## config.mk

```make
export PLATFORM = sky130hd
export DESIGN_NAME = mem_slot_arbiter
export DESIGN_NICKNAME = d
export VERILOG_FILES = /design/src/rtl/mem_slot_arbiter.sv
export SDC_FILE = /design/constraint.sdc
export NUM_CORES = 1
export LEC_CHECK = 0
export ABC_AREA = 1
export BUFFER_PORTS_ARGS = -buffer_cell sky130_fd_sc_hd__buf_4
export CORE_MARGIN = 10
export CORE_UTILIZATION = 40
export CTS_BUF_LIST = sky130_fd_sc_hd__clkbuf_4
export DETAILED_ROUTE_END_ITERATION = 8
export PLACE_DENSITY = 0.72
export SLEW_MARGIN = 15
export SYNTH_ARGS = -nofsm -noshare
export SYNTH_HDL_FRONTEND = slang
export SYNTH_SLANG_ARGS = --single-unit
```

## constraint.sdc

```tcl
create_clock -name i_clk -period 2.1 [get_ports i_clk]
set_input_delay 0.21 -clock i_clk [delete_from_list [all_inputs] [get_ports i_clk]]
set_output_delay 0.21 -clock i_clk [all_outputs]
set_load 0.005 [all_outputs]
```

## src/rtl/mem_slot_arbiter.sv

```systemverilog
// Slot-framed arbiter for one shared external-memory port: reserved leading slots for channel 0,
// optional locked bursts, and work-conserving round-robin for everything else.
module mem_slot_arbiter #(
  parameter int unsigned NUM_CH    = 4,
  parameter int unsigned SLOT_BITS = 3,
  parameter int unsigned RSV_SLOTS = 2,
  parameter int unsigned MAX_BURST = 4
) (
  input  logic                 i_clk,
  input  logic                 i_rst_n,
  input  logic [NUM_CH-1:0]    i_req,
  input  logic [NUM_CH-1:0]    i_lock,
  output logic [NUM_CH-1:0]    o_gnt,
  output logic                 o_gnt_valid,
  output logic [2:0]           o_gnt_id,
  output logic [SLOT_BITS-1:0] o_slot,
  output logic                 o_slot_rsv
);

  localparam int unsigned IdW = (NUM_CH > 1) ? $clog2(NUM_CH) : 1;
  localparam int unsigned BcW = 4;

  logic [SLOT_BITS-1:0] r_slot;
  logic                 r_gnt_vld;
  logic [IdW-1:0]       r_gnt_id;
  logic [BcW-1:0]       r_bcnt;
  logic [IdW-1:0]       r_rr;

  logic [SLOT_BITS-1:0] w_ns;
  logic                 w_ns_rsv;
  logic                 w_burst;
  logic [2*NUM_CH-1:0]  w_req_dbl;
  logic [NUM_CH-1:0]    w_req_rot;
  logic [IdW-1:0]       w_rr_off;
  logic                 w_rr_hit;
  logic [IdW:0]         w_rr_sum;
  logic [IdW-1:0]       w_rr_win;
  logic                 w_gnt_vld_d;
  logic [IdW-1:0]       w_gnt_id_d;
  logic [BcW-1:0]       w_bcnt_d;
  logic [IdW-1:0]       w_rr_d;

  assign w_ns     = r_slot + 1'b1;
  assign w_ns_rsv = (32'(w_ns) < RSV_SLOTS);

  // The previous owner is the burst owner; the lock is sampled fresh every decision.
  assign w_burst = r_gnt_vld && i_lock[r_gnt_id] && i_req[r_gnt_id] &&
                   (32'(r_bcnt) < MAX_BURST - 1);

  // Rotate requests so bit 0 is the channel at the rr pointer, then take the lowest set bit.
  assign w_req_dbl = {i_req, i_req} >> r_rr;
  assign w_req_rot = w_req_dbl[NUM_CH-1:0];

  always_comb begin
    w_rr_off = '0;
    w_rr_hit = 1'b0;
    for (int i = NUM_CH - 1; i >= 0; i--) begin
      if (w_req_rot[i]) begin
        w_rr_off = IdW'(i);
        w_rr_hit = 1'b1;
      end
    end
  end

  assign w_rr_sum = {1'b0, r_rr} + {1'b0, w_rr_off};
  assign w_rr_win = (32'(w_rr_sum) >= NUM_CH) ? IdW'(32'(w_rr_sum) - NUM_CH)
                                               : w_rr_sum[IdW-1:0];

  always_comb begin
    w_gnt_vld_d = 1'b0;
    w_gnt_id_d  = '0;
    w_bcnt_d    = '0;
    w_rr_d      = r_rr;
    if (w_ns_rsv && i_req[0]) begin
      w_gnt_vld_d = 1'b1;
    end else if (w_burst) begin
      w_gnt_vld_d = 1'b1;
      w_gnt_id_d  = r_gnt_id;
      w_bcnt_d    = r_bcnt + 1'b1;
    end else if (w_rr_hit) begin
      w_gnt_vld_d = 1'b1;
      w_gnt_id_d  = w_rr_win;
      w_rr_d      = (32'(w_rr_win) == NUM_CH - 1) ? '0 : w_rr_win + IdW'(1);
    end
  end

  always_ff @(posedge i_clk or negedge i_rst_n) begin
    if (!i_rst_n) begin
      r_slot    <= '0;
      r_gnt_vld <= 1'b0;
      r_gnt_id  <= '0;
      r_bcnt    <= '0;
      r_rr      <= IdW'(1);
    end else begin
      r_slot    <= w_ns;
      r_gnt_vld <= w_gnt_vld_d;
      r_gnt_id  <= w_gnt_id_d;
      r_bcnt    <= w_bcnt_d;
      r_rr      <= w_rr_d;
    end
  end

  assign o_gnt       = r_gnt_vld ? (NUM_CH'(1) << r_gnt_id) : '0;
  assign o_gnt_valid = r_gnt_vld;
  assign o_gnt_id    = 3'(r_gnt_id);
  assign o_slot      = r_slot;
  assign o_slot_rsv  = (32'(r_slot) < RSV_SLOTS);

endmodule
```

; ---- Yosys cells after proc, flatten, opt, wreduce, memory -nomap -nowiden
; Index checks and enable logic that the tools add are counted.
[totals]
reg_bits = 12
latchBits = 0
ramBits = 0
romBits = 0
in_bits = 10
out_inout_bits = 12
word_cells = 49
mem_count = 0
[classes]
add_sub_neg = 5
n_mul = 0
div = 0
n_lt_le_gt_ge = 5
n_eq_ne = 2
n_shift = 2
n_mux = 23
n_bitwise = 2
n_reduce_logical = 5
[ops]
columns = cell, count
row1 = 2-bit 2-to-1 mux, 9
row2 = 4-bit 2-to-1 mux, 3
row3 = 1-bit 2-to-1 mux, 9
row4 = 8-bit by 2-bit right shift with 4-bit output, 1
row5 = "3-bit by 2-bit less-than comparator with 1-bit output, second input constant", 2
row6 = "4-bit by 1-bit adder with 4-bit output, second input constant", 1
row7 = 1-bit binary-select mux with 2-bit select, 2
row8 = 1-bit logical AND, 4
row9 = "4-bit by 2-bit less-than comparator with 1-bit output, second input constant", 1
row10 = "1-bit by 2-bit left shift with 4-bit output, first input constant", 1
row11 = 2-bit by 2-bit adder with 3-bit output, 1
row12 = "3-bit by 1-bit adder with 3-bit output, second input constant", 1
row13 = "3-bit greater-or-equal comparator, second input constant", 1
row14 = "2-bit by 3-bit less-than comparator with 1-bit output, second input constant", 1
row15 = 3-bit AND reduction, 1
row16 = "2-bit by 1-bit adder with 2-bit output, second input constant", 1
row17 = "2-bit == test, second input constant", 1
row18 = "2-bit by 1-bit != test with 1-bit output, second input constant", 1
row19 = 1-bit inverter, 2
row20 = "2-bit by 1-bit subtractor with 2-bit output, second input constant", 1

; ---- Logic depth before layout (Yosys ltp)
; Gate-level depths: netlist (run 1).
[logic_depth]
depth_word = 11
mapped_depth = 12
depth_no_buf = 12

; ---- Worst setup path after synthesis (run 1)
; OpenSTA, ideal clock, no wires.
[synth_path]
kind = register to register
from = reg r_rr[0]
to = reg r_rr[1]
setup_ns = 0.117
t_arrival_ns = 1.654
t_required_ns = 1.983
setup_slack_ns = 0.330
stages_incl_launch_ff = 13
n_path_buf = 0
period_less_slack_ns = 1.770
path_cell_list = dfstp_2 > inv_2 > nand2_1 > nand3_1 > nand2_1 > nand3_1 > a21boi_1 > ha_1 > xnor2_1 > xor2_1 > nand2_1 > nand2_1 > nand2_1
[synth_between]
elab_chain_len = 10
elab_cells_between_ends = 17
cone_classes = add/sub (3) / order compare (1) / eq/ne (1) / shift (1) / mux (10) / reduce/logical (1)
[synth_lines]
columns = element, line
row1 = from (decl), 27  ; logic [IdW-1:0] r_rr;
row2 = from (signal assigned), 93  ; r_rr <= IdW'(1);
row3 = from (signal assigned), 99  ; r_rr <= w_rr_d;
row4 = 8-bit by 2-bit right shift with 4-bit output, 51  ; assign w_req_dbl = {i_req, i_req} >> r_rr;
row5 = 2-bit 2-to-1 mux (4 in a row), 58  ; if (w_req_rot[i]) begin
row6 = 2-bit by 2-bit adder with 3-bit output, 65  ; assign w_rr_sum = {1'b0, r_rr} + {1'b0, w_rr_off};
row7 = 3-bit greater-or-equal comparator / 2-bit by 1-bit subtractor with 2-bit output (equally long branches), 66  ; assign w_rr_win = (32'(w_rr_sum) >= NUM_CH) ? IdW'(32'(w_rr_sum) - NUM_CH)
row8 = 2-bit 2-to-1 mux, 66
row9 = 2-bit by 1-bit adder with 2-bit output / 2-bit == test (equally long branches), 83  ; w_rr_d = (32'(w_rr_win) == NUM_CH - 1) ? '0 : w_rr_win + IdW'(1);
row10 = 2-bit 2-to-1 mux, 83
; Parallel ways exist; a longest one is shown, timed or not.
; A chain may end at the register's enable or synchronous reset.

; ---- Worst setup path in the final report (run 1)
; Ends and elaborated chain as after synthesis.

==> impl.org, run 1 <==
** Drt
- After detailed routing, the number of vias per cell comes to between 4 and 5.
- For this block, the via count after detailed routing is around 700.
- The first detailed-routing pass ran for 4 iterations.
- Number of nets still failing antenna checks after routing :: 0
- Post-Route WL :: 1739 um
- In the routed design, unresolved DRC markers number 0.
- After detailed routing, the average wire length per cell comes to 11.52 um.
- The detailed router finished its first iteration with 25 violations.

** Clocking
- Clock-pin transition on the worst setup and hold timing paths :: 70 ps
- The clock drives 12 sinks.
- At the later pin of the worst-skew pair, clock insertion delay measures ~270 ps.
- TritonCTS Buffers :: 3
- In this run the deepest clock path goes through 2 buffers.
- Root buffer selected by CTS :: clkbuf_4
- Clock tree from TritonCTS :: done
- In this run the number of H-tree levels came out at 1.

** Cells and area
- Number of inserted filler cells in the final layout :: 166
- Share of layout cells above drive strength 1 :: 35.71%
- End-of-flow core utilization :: 57.78%
- Number of nets in the final layout :: 140
- After routing the design area is 1008 um2.
- Layout-stage area growth over the synthesis result :: 35.01%
- Diode insertion count for antenna repair :: 0
- Most used cells in the layout excluding fill and tap cells :: 31 x nand2_1, 22 x buf_4, 11 x dfrtp_1
- Most common cell after layout, fill and taps aside :: nand2_1

** Setup path
- Worst setup endpoint :: r_rr[1]$_DFFE_PN0P_
- Reg-to-reg startpoint :: r_rr[0]$_DFFE_PN1P_
- CP Capture Type :: register
- Data arrival time of the critical path :: 2120 ps
- Critical R2R Capture :: r_rr[1]$_DFFE_PN0P_
- For this run, the slowest stage of the critical path takes 590 ps.
- Slack of the worst reg-to-reg path :: 150 ps
- Tracing the worst setup path back leads to its startpoint at r_rr[0]$_DFFE_PN1P_.
- Worst path cell trace :: inv_2 -> nand2_1 -> nand3_1 -> nand2_2 -> nand3_1 -> a21boi_2 -> ha_2 -> xnor2_1 -> xor2_1 -> nand2_1 -> nand2_1 -> nand2_1
- Worst setup SP type :: register
- Critical-path cell with the highest stage delay :: dfstp_2
- Largest fanout of any net on the critical path :: 4
- Critical Path Most Common Cell :: nand2_1
- Depth of the worst register-to-register path :: 12
- The worst setup path is of the reg2reg kind.
- Worst path required time :: 2260 ps

** Floorplan
- In this run the count of I/O pins placed on the die edge is 22.
- The core region is 1745 um2.
- The floorplan step defined a die boundary enclosing 3996 um2.
- In this run the horizontal extent of the chip is between 60 and 70 um.
- Cell Rows :: 15
- Once the floorplan was initialized, standard cells occupied a little over two fifths of the core.
- Die height :: ~63 um

** Timing
- Final hold analysis gives a worst-case slack of 305.0 ps.
- The final critical path takes up 93.04% of the cycle.
- Final setup TNS :: 0 ps
- Hold Fails Final Rpt :: 0
- For the final database, setup skew stands at between 6 and 7 ps.
- Setup Viol. Count Final :: 0
- Static timing analysis puts the maximum clock frequency at a little over 500 MHz.
- Max Transition Viols Final :: 0
- Clock period minus final worst setup slack :: between 1500 and 2000 ps

** Global route
- Entering global routing, the biggest net connects 13 pins.
- Total routing resource utilization after global routing :: 8.761%
- Via count of the first global-routing pass :: 648
- Summed over all layers, the global routing overflow is 0.
- The first global-routing pass estimated 2925 um of wire.
- The number of antenna violations at the first check in global routing is 0.

** Place
- Buffers placed on the I/O ports in this run total 20.
- Post-Place Cell Area :: 920.9 um2
- Detailed placement finished with a half-perimeter wire length of 1386 um.
- The congestion estimate from routability-driven global placement came to 0.7685.

** Synthesis
- In this run, synthesis produced a sequential element count of 12.
- The synthesized netlist devotes 39.87% of its cell area to simple gates.
- Gate Count Post-Synth :: 98
- After Yosys synthesis, XOR and XNOR cells account for 3.518% of the synthesized area.
- Library cells used by synthesis :: 24
- Multiplexer cells account for 0% of the synthesized area.
- By area, the combinational part of the netlist is dominated by simple AND/OR/NAND/NOR gates.
- Area share of fa/ha/maj cells after synthesis :: 5.025%
- Sequential cells were found to cover 40.37% of the synthesized design area.
- A synthesized cell averages 7.622 um2.
- The cell area that synthesis handed to floorplanning was 747.0 um2.
- During synthesis, Yosys emitted a total of 0 warnings.
- Share of the synthesized area in compound gates (AO/OA/AOI/OAI) :: 3.350%

** Power and ir drop
- Total power per unit cell area :: roughly 1400 nW/um2
- In this run the static leakage power is roughly 0.56 nW.
- IR analysis of the VDD net gives a maximum drop of a little over 0.0006 V.

** Job
- Across the run, the number of max-cap violations was 0.

** Min path
- Class of the worst hold path :: in2async

** Outcome
- The run finished with clean final reports.
## flip-flops by register name (all words and copies together), names as in the netlist
| name | cells |
|---|---|
| r_bcnt | 4 |
| o_slot | 3 |
| r_gnt_id | 2 |
| r_rr | 2 |
| o_gnt_valid | 1 |
## power by group
group | total (mW) | switching [mW] | internal (mW)
Combinational | 0.906 | 0.474 | 0.432
Sequential | 0.363 | 0.0681 | 0.295
Clock | 0.139 | 0.0701 | 0.0687
## final cells by class
type / count / area [um2] / share of cell area, %
well taps: 25 / 31.28 / 3.102
inverters: 10 / 40.04 / 3.970
flip-flops and latches: 12 / 301.5 / 29.90
clock inverters: 1 / 3.754 / 0.3722
clock buffers: 3 / 22.52 / 2.233
multi-input cells: 76 / 414.1 / 41.07
repair buffers: 24 / 195.2 / 19.35
## worst min path at each step
stage,start,endpoint,depth (start not counted)
floorplan,i_rst_n,o_gnt_valid$_DFF_PN0_,0
global placement,i_rst_n,o_slot[0]$_DFF_PN0_,1
detailed placement,i_rst_n,r_bcnt[2]$_DFF_PN0_,1
CTS,i_rst_n,r_bcnt[1]$_DFF_PN0_,2
global route,i_rst_n,r_bcnt[1]$_DFF_PN0_,2
finish,i_rst_n,r_bcnt[1]$_DFF_PN0_,2
## critical path: cells and delay by family (launching register included)
| kind | cells | cell delay [ps] |
|---|---|---|
| buffers and inverters | 1 | 70 |
| AOI/OAI and AO/OA | 1 | 150 |
| and+or+nand+nor | 7 | 550 |
| xor gates and xnor gates | 2 | 330 |
| DFF | 1 | 590 |
| adders and majority gates | 1 | 180 |
## Yosys cell counts (all sizes together)
cell type | count | area (um2)
dfrtp | 11 | 275.3
xnor2 | 1 | 8.760
nor2 | 5 | 18.77
nor3 | 4 | 20.02
buf | 2 | 15.01
inv | 10 | 40.04
nand4 | 2 | 12.51
xor2 | 2 | 17.52
nor3b | 1 | 7.510
o21a | 1 | 7.510
o21ai | 2 | 10.00
nand3b | 1 | 7.510
dfstp | 1 | 26.28
a21boi | 1 | 7.510
conb | 1 | 3.750
nand2 | 39 | 166.4
nand3 | 11 | 65.06
ha | 3 | 37.54
## stage by stage
stage	power, mW	setup WS, ps	instances
after floorplan	0.9312	329.6	100
after global placement	1.111	173.5	143
after detailed placement	1.126	130.3	143
after CTS	1.278	100.4	148
after global routing	1.551	-3.922	151
final	1.407	146.1	151
## layer usage
layer	vias to the layer above	track usage, %	part of all wire, %
met5	-	0	0
met4	0	2.459	0.75
met3	2	2.827	4.2
met2	14	14.47	51
met1	321	10.57	44
li1	366	-	-
## cell families after synthesis
group,count (synthesis)
AND/OR/NAND/NOR,63
AO/OA/AOI/OAI,4
other,1
adder cells (fa/ha/maj),3
buffers and inverters,12
flip-flops,12
XOR/XNOR,3
## timing repair
action | 4_1_cts | 5_1_grt
endpoints found under the hold margin | 12 | 0
setup endpoints to repair | 0 | 2
setup buffers | 0 | 3
resized for setup | 0 | 5
hold buffers | 1 | 0
(Power assumes the default switching activity.)
==> run 2, diff against run 1 <==
- REMOVE_ABC_BUFFERS: default -> 1
- SETUP_SLACK_MARGIN: default -> 0.15
==> run 2 against run 1 <==
Net effect:
- core utilization rose by 1.9 points
- first-iteration DRC count grew 12%
- via count rose by 5.3%
- sequential share of layout area is 0.85 points lower
==> impl.org, run 2 (same netlist as run 1, synthesis figures left out) <==
** Cells and area
- Excluding fillers, the count of instances in the completed layout stands at 153.
- Leaving out fill and tap cells, the most frequent cell in the layout is nand2_1.
- For this run, the post-layout net count is 142.
- Diode insertion count for antenna repair :: 0
- Cells fill 59.71% of the core in the end.
- Ranked by flip-flop count, first place goes to r_bcnt.
- The register with the most flip-flops in the layout has 4 of them.
- Compared with the post-synthesis result, the final layout area differs by 39.53%.
- Share of layout cells above drive strength 1 :: 41.41%
- In the layout the commonest cells are 29 x nand2_1, 25 x buf_4, 10 x dfrtp_1.

** Job
- Max-capacitance violation count :: 0

** Floorplan
- For this design the top-level I/O count stands at 22.
- Effective utilization at floorplan :: a little over two fifths
- Cell Rows :: 15
- The floorplan step defined a die boundary enclosing roughly 4000 um2.
- Floorplan core area :: roughly 1700 um2
- Die height :: 63.22 um
- Measured along the x axis, the die boundary spans 63.22 um.

** Setup path
- Maximum single-stage delay on the critical path :: 610 ps
- STA classifies the critical path startpoint as a register.
- Walking the worst path, the cells encountered are nand2_1 -> nand3_2 -> nand2_2 -> buf_4 -> buf_4 -> buf_4 -> buf_4 -> nand2_2 -> inv_4 -> nand2_4 -> nand3_2 -> inv_2 -> nand2_1 -> nand2_1 -> nand2_1.
- Of all nets on the critical path, the largest fanout is 6.
- The worst setup path is captured at a register.
- In this run the critical register-to-register path is captured at r_rr[1]$_DFFE_PN0P_.
- At the worst endpoint, the arrival time is 2150 ps.
- Critical-path cell with the highest stage delay :: dfstp_2
- At the worst endpoint, the required time is about 2300 ps.
- The critical path is of the reg2reg type.
- On the critical path the largest part of the delay comes from simple AND/OR/NAND/NOR gates.
- Worst Path Buf+Inv :: 6
- The number of cells on the worst reg-to-reg path is 15.
- Slack of the worst reg-to-reg path :: between 100 and 150 ps
- The worst register-to-register path begins at r_rr[0]$_DFFE_PN1P_.

** Drt
- Drt first pass iters :: 4
- After detailed routing, the number of remaining DRC violations is 0.
- Via count of the routed design :: 740
- Per-cell routed wire length :: 12.42 um
- In this run the remaining antenna-violating nets after routing total 0.
- After detailed routing, the total wire length is 1901 um.
- Initial detailed-routing violation count :: 28
- In the routed layout, each cell is associated on average with a via count of 4.837.

** Global route
- Total routing resource utilization after global routing :: under 10%
- The first global-routing pass estimated 3180 um of wire.
- The number of global-route vias before repair came to 719.
- Global routing finished with a remaining overflow of 0.
- Entering global routing, the biggest net connects 13 pins.
- Initial antenna violation count :: 0

** Timing
- Final hold analysis gives a worst-case slack of 295.1 ps.
- Fin Clk Skew :: 4.441 ps
- The number of failing hold endpoints at the final stage came to 0.
- Setup repair after global routing could not meet its margin everywhere.
- Setup violations remaining at the end of the flow were counted as 0.
- Tcrit/Tclk final :: 94.06%
- Derived from the worst setup path, the maximum achievable clock frequency is 506.2 MHz.
- Final setup TNS :: 0 ps
- Counting I/O delays and the setup requirement, the final critical path takes 1975 ps.
- Max Transition Viols Final :: 0

** Place
- Number of buffers added on ports :: 20
- DP Cell Count :: 143
- Half-perimeter wire length after detailed placement :: approximately 1400 um
- At the end of routability-driven placement, the weighted congestion stood at roughly 0.8.

** Power and ir drop
- Flop pwr share :: 25.2%
- Power share of the combinational group :: 64.7%
- Leakage dissipation :: ~0.58 nW
- Summed over all nets, the switching power comes to 0.6638 mW.
- The internal power of the cells totals 0.8126 mW.
- VDD sags by at most roughly 0.00062 V.
- Of the total power, the share spent switching nets is 44.96%.
- Total power per unit cell area :: 1416 nW/um2
- Clock network power share :: 10.1%

** Clocking
- Clock tree from TritonCTS :: done
- Root buffer selected by CTS :: clkbuf_4
- TritonCTS Buffers :: 3
- Htree depth :: 1
- Clock-pin transition on the worst setup and hold timing paths :: ~80 ps
- The clock drives 12 sinks.
- The longest clock path from root to sink contains 2 buffers.
- Source-to-sink clock delay at the later pin of the worst-skew pair :: 280 ps

** Min path
- Class of the worst hold path :: in2async

** Outcome
- The run finished with clean final reports.
==> run 2: changes by cell type in the layout (fill, tap and decap cells not counted), sizes merged <==
cell  change
buf       +2
==> run 2: how the worst max path moves through the flow <==
stage,startpoint,end,cells after the start
after detailed placement,r_rr[0]$_DFFE_PN1P_,r_rr[1]$_DFFE_PN0P_,12
after floorplan,r_rr[0]$_DFFE_PN1P_,r_rr[1]$_DFFE_PN0P_,12
final,r_rr[0]$_DFFE_PN1P_,r_rr[1]$_DFFE_PN0P_,15
after global placement,r_rr[0]$_DFFE_PN1P_,r_rr[1]$_DFFE_PN0P_,12
after global routing,r_rr[0]$_DFFE_PN1P_,r_rr[1]$_DFFE_PN0P_,15
after CTS,r_rr[0]$_DFFE_PN1P_,r_rr[1]$_DFFE_PN0P_,12
==> run 2: stage by stage <==
stage / area (um2) / power, mW / worst slack, ps
2_1_floorplan: 739.5 / 0.9160 / 322.8
3_3_place_gp: 920.9 / 1.115 / 151.1
3_5_place_dp: 920.9 / 1.131 / 120.6
4_1_cts: 1026 / 1.437 / 152.6
5_1_grt: 1042 / 1.613 / -8.505
6_report: 1042 / 1.476 / 124.6
==> run 2: per-layer routing <==
metal,wire length [um],track usage [%],vias to the layer above,share of wire (%)
met5,0,0,-,0
met1,844,10.85,336,44
met3,120,2.827,3,6.3
met4,30,5.191,0,1.6
met2,905,15.74,25,48
li1,-,-,376,-
==> run 2: final cells by class <==
class,count,area [um2]
inverters,10,42.54
clock buffers,3,22.52
multi-input cells,76,441.7
repair buffers,26,197.7
well taps,25,31.28
clock inverters,1,3.754
fillers,173,703.2
flip-flops and latches,12,302.8
==> run 2: power groups by stage <==
stage | registers, mW | clock network (mW) | logic (mW)
after floorplan | 0.356 | 0 | 0.560
after global placement | 0.364 | 0 | 0.751
after detailed placement | 0.366 | 0 | 0.765
after CTS | 0.361 | 0.153 | 0.922
after global routing | 0.382 | 0.163 | 1.07
final | 0.372 | 0.149 | 0.956
==> run 2: what timing repair did <==
item                       CTS  global route
buffers inserted             5             0
resized for setup            8             6
cloned                       0             0
hold endpoints to repair    12             0
hold buffers                 1             0
setup endpoints to repair    1             4
pin swaps                    8             5
==> run 3, diff against run 2 <==
- CORE_ASPECT_RATIO: default -> 1.4
==> run 3 against run 2 <==
Net effect:
- clock skew increased by 1.4 ps
- via count fell by 4.6%
- first-iteration DRC count shrank 43%
- critical endpoint unchanged
==> impl.org, run 3 (same netlist as run 1, synthesis figures left out) <==
** Place
- Half-perimeter wire length after detailed placement :: around 1400 um
- The count of buffers added on input and output ports is 20.
- The congestion estimate from routability-driven global placement came to 0.8373.
- Timing analysis after detailed placement gives a worst setup slack of 173.7 ps.
- Post-Place Cell Area :: 914.6 um2

** Timing
- The worst path needs roughly 2000 ps of the cycle, external delays included.
- Max Transition Viols Final :: 0
- Hold Fails Final Rpt :: 0
- After layout, the worst path uses ~93% of the clock period.
- Setup violations remaining at the end of the flow were counted as 0.
- In the post-route analysis, the smallest setup slack over all paths is 138.1 ps.
- Clock skew on the completed layout was measured at just under 6 ps.
- Upper clock frequency limit :: ~500 MHz
- Unrepaired setup endpoints after global routing :: true

** Cells and area
- The library cell used most frequently in the layout, excluding fill and tap cells, is nand2_1.
- The register with the most flip-flops in the layout has 4 of them.
- The top cell types in the final layout, fill and taps aside, are 30 x nand2_1, 22 x buf_4, 11 x dfrtp_1.
- The register with the most flip-flops in the final layout is r_bcnt.
- Cells with a size suffix above 1 make up 38.40% of the layout.
- The number of antenna diodes in the final layout is 0.
- Number of nets in the final layout :: roughly 140
- The finished cells cover approximately 1000 um2.
- The area growth from synthesis to layout is 35.85%.

** Drt
- After detailed routing, the number of remaining DRC violations is 0.
- Drt first pass iters :: 4
- The first routing iteration left 16 violations.
- Post-Route WL :: 1774 um
- The final route contains 706 vias.
- Detailed-route vias per instance :: 4.869
- In this run the remaining antenna-violating nets after routing total 0.
- Dividing the detail-routed wire length by the instance count gives 12.23 um.

** Clocking
- Source-to-sink clock delay at the later pin of the worst-skew pair :: 270 ps
- For this design, the sink count on the clock tree is 12.
- The cell sitting at the root of the clock tree is a clkbuf_4.
- TritonCTS built the clock tree.
- The number of clock buffers added by TritonCTS is 3.
- In this run the number of H-tree levels came out at 1.
- Worst-case clock buffer depth :: 2
- Clock-pin transition on the worst setup and hold timing paths :: 80 ps

** Setup path
- Reg-to-reg startpoint :: r_rr[0]$_DFFE_PN1P_
- In this run the worst path has a maximum fanout of 6.
- At the worst endpoint, the arrival time is 2120 ps.
- Critical Path Most Common Cell :: nand2_1
- The critical path starts at r_rr[0]$_DFFE_PN1P_.
- Maximum single-stage delay on the critical path :: ~600 ps
- Grouping stages by cell kind, the critical path spends the most delay in flip-flops.
- Worst Path Buf+Inv :: 1
- Critical-path cell with the highest stage delay :: dfstp_2
- Worst path depth :: 12
- Depth of the worst register-to-register path :: 12
- The worst setup path is of the reg2reg kind.
- The worst setup path is captured at a register.
- The critical path goes through inv_4 -> nand2_4 -> nand3_2 -> nand2_2 -> nand3_2 -> a21boi_2 -> ha_2 -> xnor2_2 -> xor2_1 -> nand2_1 -> nand2_1 -> nand2_1.
- At the worst endpoint, the required time is 2260 ps.
- Worst setup SP type :: register

** Floorplan
- Die height :: 71.13 um
- Cell Rows :: 18
- Floorplan core area :: around 1800 um2
- The die covers 4020 um2.
- Effective utilization at floorplan :: 41.98%
- Ports placed on the boundary :: 22
- The die is 56.52 um wide.

** Power and ir drop
- Worst vdd rail ir drop :: 0.0007266 V
- In this run the static leakage power is 0.5703 nW.
- Power share of the combinational group :: between 60% and 70%
- Total power per unit cell area :: 1398 nW/um2
- Per report_power, the sequential group accounts for about a quarter of the total.
- The analysis attributes to net switching a power of 0.6358 mW.
- Clock network power share :: 10.0%
- The internal power of the cells totals 0.7829 mW.
- Switching share of power :: ~45%

** Global route
- Largest net degree at the start of global routing :: 13
- The number of antenna violations at the first check in global routing is 0.
- Total overflow reported by the global router :: 0
- Global routing consumed, over all layers together, under 10% of the routing resources.
- First-pass GRT wire length :: between 2000 and 3000 um
- Via count of the first global-routing pass :: between 700 and 800

** Outcome
- The run finished with clean final reports.

** Min path
- Class of the worst hold path :: in2async

** Job
- The tool flagged a number of max-cap violations equal to 0.
[run 3: layout make-up]
class / instances / area [um2]
repair buffers: 23 / 175.2
inverters: 10 / 42.54
well taps: 20 / 25.02
clock buffers: 3 / 22.52
fillers: 183 / 764.5
multi-input cells: 76 / 444.2
clock inverters: 1 / 3.754
flip-flops and latches: 12 / 301.5
[run 3: power by group through the flow]
stage | clock network, mW | registers [mW] | logic [mW]
4_1_cts | 0.147 | 0.359 | 0.777
5_1_grt | 0.163 | 0.376 | 1.03
6_report | 0.142 | 0.369 | 0.908
3_3_place_gp | 0 | 0.365 | 0.743
3_5_place_dp | 0 | 0.366 | 0.755
2_1_floorplan | 0 | 0.356 | 0.560
[run 3: per-layer routing]
metal,share of wire [%],GRT usage (%)
met5,0,0
met4,0,5.362
met3,6.1,3.214
met2,55,13.69
met1,39,8.580
[run 3: worst paths after layout]
| check | endpoint | slack (ps) |
|---|---|---|
| min | r_bcnt[0]$_DFF_PN0_ | 300 |
| max in group asynchronous | r_rr[0]$_DFFE_PN1P_ | 1580 |
| max reg2reg | r_rr[1]$_DFFE_PN0P_ | 140 |
| max | r_rr[1]$_DFFE_PN0P_ | 140 |
| min in group i_clk | r_bcnt[1]$_DFF_PN0_ | 410 |
| min reg2reg | r_bcnt[0]$_DFF_PN0_ | 430 |
[run 3: what timing repair did]
item                                   4_1_cts  5_1_grt
endpoints found under the hold margin       12        0
hold buffers                                 1        0
buffers inserted                             1        1
setup endpoints to repair                    1        2
resized for setup                            0       12
pin swaps                                    1        7
[run 3: per-stage QoR]
stage | utilization, % | TNS [ps] | power [mW] | std cells | hold slack (ps)
after global placement | 51.41 | 0 | 1.108 | 138 | 52.34
final | 57.03 | 0 | 1.419 | 145 | 298.4
after floorplan | - | 0 | 0.9160 | 98 | -85.59
after CTS | 53.87 | 0 | 1.283 | 144 | 304.2
after global routing | 57.03 | -21.71 | 1.573 | 145 | 306.4
after detailed placement | 51.41 | 0 | 1.121 | 138 | 53.73
